## src/rtl/sar_capture.sv

```systemverilog
// ---------------------------------------------------------------------------
// sar_capture
//
// Receives conversion results from the asynchronously clocked SAR logic and
// brings them into the system clock domain. The conversion-complete flag
// `compl` is synchronized and its falling edge triggers a capture of
// `adc_data`, which the SAR holds stable for a whole conversion after that
// edge. Captured words are queued in a small first-word fall-through FIFO and
// presented to the back end as a valid/ready stream. A result that arrives
// while the FIFO is full and not being popped is dropped and counted.
//
// Build option:
//   SAR_CAPTURE_TWOS_EN  when defined, the stored word is two's complement
//                        (MSB inverted on capture); otherwise it is straight
//                        offset binary as delivered by the SAR.
//
// Parameters:
//   ADC_BITS     result width (must match the SAR logic)
//   FIFO_DEPTH   FIFO entries, power of two, >= 2
//   SYNC_STAGES  flops in the compl synchronizer, >= 2
//
// Ports:
//   clk         system clock, rising edge
//   rst         asynchronous active-high reset
//   adc_data    SAR result, bit 0 is the MSB (first decided bit)
//   compl       SAR conversion-complete flag, asynchronous to clk
//   dout        head-of-FIFO word, dout[ADC_BITS-1] is the MSB
//   dout_valid  FIFO non-empty
//   dout_ready  consumer accepts dout this cycle
//   overflow    sticky, a result was dropped because the FIFO was full
//   drop_cnt    number of dropped results, saturates at 255
//   clr_ovf     synchronous clear of overflow and drop_cnt
// ---------------------------------------------------------------------------
module sar_capture #(
    parameter int unsigned ADC_BITS    = 8,
    parameter int unsigned FIFO_DEPTH  = 4,
    parameter int unsigned SYNC_STAGES = 2
) (
    input  logic                clk,
    input  logic                rst,
    input  logic [0:ADC_BITS-1] adc_data,
    input  logic                compl,
    output logic [ADC_BITS-1:0] dout,
    output logic                dout_valid,
    input  logic                dout_ready,
    output logic                overflow,
    output logic [7:0]          drop_cnt,
    input  logic                clr_ovf
);

    localparam int unsigned AW = $clog2(FIFO_DEPTH);
    localparam int unsigned PW = AW + 1;

    // ------------------------------------------------------------------
    // compl synchronizer and falling-edge detect
    // ------------------------------------------------------------------
    logic [SYNC_STAGES-1:0] sync_q;
    logic                   compl_s;
    logic                   compl_d;
    logic                   cap;

    always_ff @(posedge clk or posedge rst) begin
        if (rst) begin
            sync_q  <= '0;
            compl_d <= 1'b0;
        end else begin
            sync_q  <= {sync_q[SYNC_STAGES-2:0], compl};
            compl_d <= compl_s;
        end
    end

    assign compl_s = sync_q[SYNC_STAGES-1];
    // The SAR updates adc_data as compl falls, so the falling edge marks a
    // stable result; a compl still high after reset only looks like a rise.
    assign cap     = compl_d & ~compl_s;

    // ------------------------------------------------------------------
    // Capture word: reverse bit order so the first decided bit is the MSB
    // ------------------------------------------------------------------
    logic [ADC_BITS-1:0] cap_word;

    always_comb begin
        cap_word = '0;
        for (int unsigned k = 0; k < ADC_BITS; k++) begin
            cap_word[ADC_BITS-1-k] = adc_data[k];
        end
`ifdef SAR_CAPTURE_TWOS_EN
        cap_word[ADC_BITS-1] = ~cap_word[ADC_BITS-1];
`endif
    end

    // ------------------------------------------------------------------
    // FIFO control
    // ------------------------------------------------------------------
    logic [ADC_BITS-1:0] mem [FIFO_DEPTH];
    logic [PW-1:0]       wr_ptr;
    logic [PW-1:0]       rd_ptr;
    logic [PW-1:0]       wr_ptr_n;
    logic [PW-1:0]       rd_ptr_n;
    logic                full;
    logic                pop;
    logic                push;
    logic                drop;
    logic                empty_n;
    logic [ADC_BITS-1:0] head_n;

    assign full = ((wr_ptr ^ rd_ptr) == {1'b1, {AW{1'b0}}});
    assign pop  = dout_valid & dout_ready;
    // A full FIFO still accepts the push when the head leaves on this edge.
    assign push = cap & (~full | pop);
    assign drop = cap & full & ~pop;

    assign wr_ptr_n = wr_ptr + PW'(push);
    assign rd_ptr_n = rd_ptr + PW'(pop);
    assign empty_n  = (wr_ptr_n == rd_ptr_n);

    // dout is registered, so the next head is resolved here: if the new head
    // slot is the one being written on this edge, bypass the incoming word.
    always_comb begin
        head_n = mem[rd_ptr_n[AW-1:0]];
        if (push && (rd_ptr_n == wr_ptr)) begin
            head_n = cap_word;
        end
    end

    always_ff @(posedge clk) begin
        if (push) begin
            mem[wr_ptr[AW-1:0]] <= cap_word;
        end
    end

    always_ff @(posedge clk or posedge rst) begin
        if (rst) begin
            wr_ptr     <= '0;
            rd_ptr     <= '0;
            dout_valid <= 1'b0;
            dout       <= '0;
        end else begin
            wr_ptr     <= wr_ptr_n;
            rd_ptr     <= rd_ptr_n;
            dout_valid <= ~empty_n;
            if (!empty_n) begin
                dout <= head_n;
            end
        end
    end

    // ------------------------------------------------------------------
    // Drop accounting; a drop in the same cycle as a clear wins
    // ------------------------------------------------------------------
    always_ff @(posedge clk or posedge rst) begin
        if (rst) begin
            overflow <= 1'b0;
            drop_cnt <= '0;
        end else if (drop) begin
            overflow <= 1'b1;
            if (clr_ovf) begin
                drop_cnt <= 8'd1;
            end else if (drop_cnt != 8'hFF) begin
                drop_cnt <= drop_cnt + 8'd1;
            end
        end else if (clr_ovf) begin
            overflow <= 1'b0;
            drop_cnt <= '0;
        end
    end

endmodule

```

## config.mk

```make
export PLATFORM = sky130hd
export DESIGN_NAME = sar_capture
export DESIGN_NICKNAME = d
export VERILOG_FILES = /design/src/rtl/sar_capture.sv
export SDC_FILE = /design/constraint.sdc
export NUM_CORES = 1
export LEC_CHECK = 0
export CORE_MARGIN = 3
export CORE_UTILIZATION = 50
export DETAILED_ROUTE_END_ITERATION = 10
export MAX_ROUTING_LAYER = met4
export PLACE_DENSITY = 0.85
export SYNTH_ARGS = -nofsm -noshare
export SYNTH_HDL_FRONTEND = slang
export SYNTH_SLANG_ARGS = --single-unit
```

## constraint.sdc

```tcl
create_clock -name clk -period 6.4 [get_ports clk]
set_input_delay 1.92 -clock clk [delete_from_list [all_inputs] [get_ports clk]]
set_output_delay 1.92 -clock clk [all_outputs]
set_load 0.005 [all_outputs]
```

======== Yosys cells after proc, flatten, opt, wreduce, memory -nomap -nowiden ========
Memories as Yosys holds them, arrays and structs flattened.
Index checks and enable logic that the tools add are counted.
cells by class
  reduce and logical (&&, ||, !) cells .... 4
  bitwise gates (word level) .............. 11
  multiplexer cells ....................... 9
  equality and inequality tests ........... 4
  $add $sub $neg .......................... 3
operator list
  cell                 count
  $mux 8               5
  $add 8x1->8 const B  1
  $ne 8x8->1 const B   1
  $add 3x1->3          2
  $eq 3x3->1           2
  $and 1x1->1          5
  $mux 1               4
  $not 1->1            4
  $reduce_bool 2->1    2
  $eq 3x3->1 const B   1
  $xor 3x3->3          1
  $reduce_and 2->1     1
  $logic_and 1x1->1    1
  $or 1x1->1           1
word-level totals
  input bits .............................. 13
  bits in writable memories ............... 32
  memories ................................ 1
  flip-flop bits (word level) ............. 27
  word-level logic and storage cells ...... 40
memory list
  name  words  bits a word  rd ports  clocked after memory_dff  write ports  RTL line  RTL
  mem   4      8            1         0                         1            95        logic [ADC_BITS-1:0] mem [FIFO_DEPTH];

======== Longest topological paths before layout ========
  depth in word-level cells ............... 8
  mapped depth ............................ 10

======== Worst setup path after synthesis ========
Ideal clock, no wire load.
  kind .................................... input -> register
  start ................................... input dout_ready
  end ..................................... register dout[1]
  setup slack ............................. 2792 ps
  arrival ................................. 3482 ps
  required time ........................... 6274 ps
  library setup time ...................... 126 ps
  cell stages on the path ................. 10
  path through ............................ nand2_1 a41oi_2 ha_1 ha_1 xor2_1 nor2_1 nand4b_1 buf_2 nor2_1 a21oi_1
between the ends
  word-level cells in the longest chain between the ends .. 5
  elaborated cells on any way between the ends .. 10
  classes of those cells .................. 2 x add/sub; 2 x eq/ne; 1 x mux; 3 x bitwise; 1 x reduce/logical; 1 x memory
RTL lines
  item                    RTL line  RTL
  start: declaration      45        input logic dout_ready,
  $and 1x1->1             108       assign pop = dout_valid & dout_ready;
  $or 1x1->1              110       assign push = cap & (~full | pop);
  $and 1x1->1             110
  $add 3x1->3             113       assign wr_ptr_n = wr_ptr + PW'(push);
  net wr_ptr_n[2]         98        logic [PW-1:0] wr_ptr_n;
  $eq 3x3->1              115       assign empty_n = (wr_ptr_n == rd_ptr_n);
  end signal: assignment  143       dout <= head_n;
  end: declaration        43        output logic [ADC_BITS-1:0] dout,
The timed path passes the listed nets, and every way through them passes these cells.
A chain may end at the register's enable or synchronous reset.

======== Worst setup path in the final report ========
  start ................................... input dout_ready
  end ..................................... register dout[5]
Same word-level chain as after synthesis.

==> impl_summary.txt <==
----------------------------------------------------
[Pwr]
  Combinational share of power ... 37.8%
  Leakage dissipation ... 1.16 nW
  Power Dens Cells ... 433 mW/mm²
  Share of total power in the clock network ... 20.9%
  Switching Power ... 0.427 mW
  Worst supply voltage drop on vdd ... 201 µV
  Fraction of power spent switching nets ... 32.6%
  Fraction of power consumed by sequential logic ... 41.3%
  Cell-internal power ... 0.881 mW

[Logic synthesis]
  Synth Area in Compound Gates ... 4.26%
  Post-Syn Instances ... 167
  YS warnings ... 0
  Unique masters post-synth ... 33
  Number of register bits inferred by synthesis ... 59
  Simple logic cell fraction of the synthesized area ... 10.5%
  Post-synthesis average cell area ... 15.0 µm²
  Post-synthesis xor/xnor area fraction ... 4.16%
  Share of synthesized area occupied by flip-flops and latches ... 65.5%
  Cell area after synthesis ... 0.00250 mm²
  Net count after synthesis ... 185
  Multiplexer fraction of the synthesized cell area ... 11.2%
  Dominant combinational cell family by area after synthesis ... multiplexers
  Share of synthesized cell area in full adder, half adder and majority cells ... 2.51%

[Setup path]
  Worst reg2reg path startpoint ... wr_ptr[0]
  Worst flop-to-flop path endpoint ... dout[5]
  Arrival time reported for the critical path endpoint ... 4470 ps
  Setup slack of the most critical reg-to-reg path ... 3490 ps
  Worst-path maximum fanout ... 17
  Required @ worst endpoint ... 6580 ps
  Critical path capture point ... dout[5]
  Category of the critical setup timing path ... in2reg
  Endpoint class of the critical path ... register
  CP Launch Point ... dout_ready
  Worst Reg2Reg Path Length in Cells ... 9
  CP Launch Type ... input port

[Detailed routing]
  Total Wirelength ... 4260 µm
  Iteration count of the initial detailed-routing pass ... 4
  Via total after detailed routing ... 1470
  Mean number of vias per cell ... 5.33
  Post-detailed-route DRC marker count ... 0
  Final ANT Viol Nets ... 0
  Detailed-route wire length per cell ... 15.4 µm
  Starting DRT DRC Count ... 97

[Finish]
  Final std cells w/o fill ... 276
  Synth-to-layout area growth ... 20.9%
  Share of layout cells above drive strength 1 ... 13.4%
  Antenna diode count ... 0
  Final nets ... 222
  Commonest cells after routing, fill and taps aside ... sky130_fd_sc_hd__edfxtp_1, sky130_fd_sc_hd__clkdlybuf4s50_1, sky130_fd_sc_hd__dfrtp_1
  Most common library cell in the layout ignoring fill and taps ... sky130_fd_sc_hd__edfxtp_1

[Placement]
  Port-buffer cells ... 30
  Dpl hpwl ... 2890 µm
  Placer congestion estimate ... 0.817
  Placement-stage worst setup slack ... 1780 ps
  Placed cell count ... 260

[Timing]
  Setup repair after global routing missed its margin ... false
  Final WS setup ... 2110 ps
  Remaining max-slew budget at the tightest pin ... 33.3%
  Final period util ... 67.0%
  Worst-margin pin slew ... 999 ps
  Worst hold slack ... 357 ps
  Count of final max-slew check failures ... 0
  Final hold violation count ... 0
  Accumulated negative setup slack ... 0 ps
  Final Critical Period ... 4290 ps
  Total setup violations reported at the end of the flow ... 0
  Maximum clock frequency ... 233 MHz
  Worst Clk Skew ... 5.17 ps

[Global routing]
  Antenna violations before repair ... 0
  Total grt overflow ... 0
  GRT Total Usage ... 17.0%
  Largest net degree at the start of global routing ... 28
  Wire length of the first global-routing pass ... 7260 µm
  Number of global-route vias before repair ... 1446

[Clock network]
  Clock Tree Root ... sky130_fd_sc_hd__clkbuf_8
  Clk Latency, worst-skew pair ... 330 ps
  Clk sink count ... 59
  Buffer count from post-CTS setup fixing ... 0
  CTS tree ... built
  H-tree lvl count ... 3
  Clock transition at the registers of the reported paths ... 60 ps
  Max clock buf depth ... 2
  Post-CTS Resized ... 0
  Number of buffers inserted for hold repair after clock tree synthesis ... 0
  Number of buffers created by CTS ... 9

[Floorplanning]
  Die Span X ... 76.7 µm
  Initial Utilization ... 52.2%
  I/O pin count ... 31
  Die height ... 76.7 µm
  Num rows ... 25
  Full die area ... 0.00588 mm²
  Core ar. ... 0.00479 mm²

[Hold path]
  Worst min path class ... reg2reg
  Number of cells traversed by the worst hold path ... 0

[Job]
  Max-cap violation count ... 0

[Run status]
  Status ... finished clean

----------------------------------------------------
area by class of cell:
cell class | count | area [µm²]
multi-input combinational | 99 | 816
timing repair buffer | 31 | 308
sequential | 59 | 1640
fill | 360 | 1770
inverter | 4 | 15.0
clock inverter | 5 | 30.0
clock buffer | 11 | 131
tap | 67 | 83.8
kinds of logic after synthesis:
| logic type | Yosys count |
|---|---|
| DFF | 59 |
| adders and majority gates | 5 |
| AOI/OAI and AO/OA | 18 |
| and+or+nand+nor | 47 |
| buffers and inverters | 9 |
| muxes | 18 |
| xor gates and xnor gates | 11 |
flip-flops by register name (all words and copies together), names as in the netlist:
register,flops
mem,32
wr_ptr,3
sync_q,2
dout_valid,1
dout,8
compl_d,1
drop_cnt,8
rd_ptr,3
overflow,1
worst max-delay path: stages:
cell and delay (ps):
sky130_fd_sc_hd__clkdlybuf4s50_1 450, sky130_fd_sc_hd__nand2_1 100, sky130_fd_sc_hd__a41oi_2 350, sky130_fd_sc_hd__ha_1 220, sky130_fd_sc_hd__ha_1 160, sky130_fd_sc_hd__xor2_1 240
sky130_fd_sc_hd__nor2_1 60, sky130_fd_sc_hd__nand4b_1 620, sky130_fd_sc_hd__nor2_1 300, sky130_fd_sc_hd__a21oi_1 60
Yosys cell counts (all sizes together):
library cell / instances / area, µm²
nor2: 14 / 52.6
dfrtp: 27 / 676
inv: 4 / 15.0
nor3: 3 / 15.0
nand3: 8 / 52.6
mux4: 8 / 180
nand2b: 1 / 6.26
or3: 3 / 18.8
xor2: 3 / 33.8
and3b: 1 / 8.76
nand2: 5 / 18.8
xnor2: 8 / 70.1
nand4b: 2 / 17.5
nand4: 2 / 12.5
a211oi: 1 / 7.51
and3: 4 / 26.3
and4: 1 / 11.3
and2b: 1 / 8.76
buf: 3 / 20.0
o211ai: 1 / 7.51
edfxtp: 32 / 961
mux2i: 10 / 100
ha: 5 / 62.6
a21oi: 11 / 55.1
o21ai: 4 / 20.0
a41oi: 1 / 16.3
clkbuf: 2 / 10.0
nor4: 1 / 6.26
nand3b: 1 / 7.51
routing by layer:
metal	up-vias	part of all wire, %	global-route usage [%]
met5	-	0	-
met4	0	1.2	7.43
met3	7	5.0	7.16
met2	39	48	24.0
met1	723	46	21.7
li1	701	-	-
power by group through the flow:
| stage | logic, mW | clock network [mW] | registers, mW |
|---|---|---|---|
| after floorplan | 0.364 | 0 | 0.538 |
| after global placement | 0.480 | 0 | 0.545 |
| after detailed placement | 0.499 | 0 | 0.548 |
| after CTS | 0.504 | 0.286 | 0.541 |
| after global routing | 0.555 | 0.302 | 0.551 |
| final | 0.495 | 0.273 | 0.540 |
through the flow:
stage / util [%] / cell area (µm²) / total power, mW
after floorplan: - / 2500 / 0.902
after global placement: 59.7 / 2860 / 1.03
after detailed placement: 59.7 / 2860 / 1.05
after CTS: 63.1 / 3020 / 1.33
after global routing: 63.1 / 3020 / 1.41
final: 63.1 / 3020 / 1.31
how the worst min path moves through the flow:
stage | slack, ps | endpoint | startpoint
after floorplan | 330 | sync_q[1] | sync_q[0]
after global placement | 350 | sync_q[1] | sync_q[0]
after detailed placement | 350 | sync_q[1] | sync_q[0]
after CTS | 360 | sync_q[1] | sync_q[0]
after global routing | 370 | sync_q[1] | sync_q[0]
final | 360 | sync_q[1] | sync_q[0]
Power figures use the tool's default switching activity.
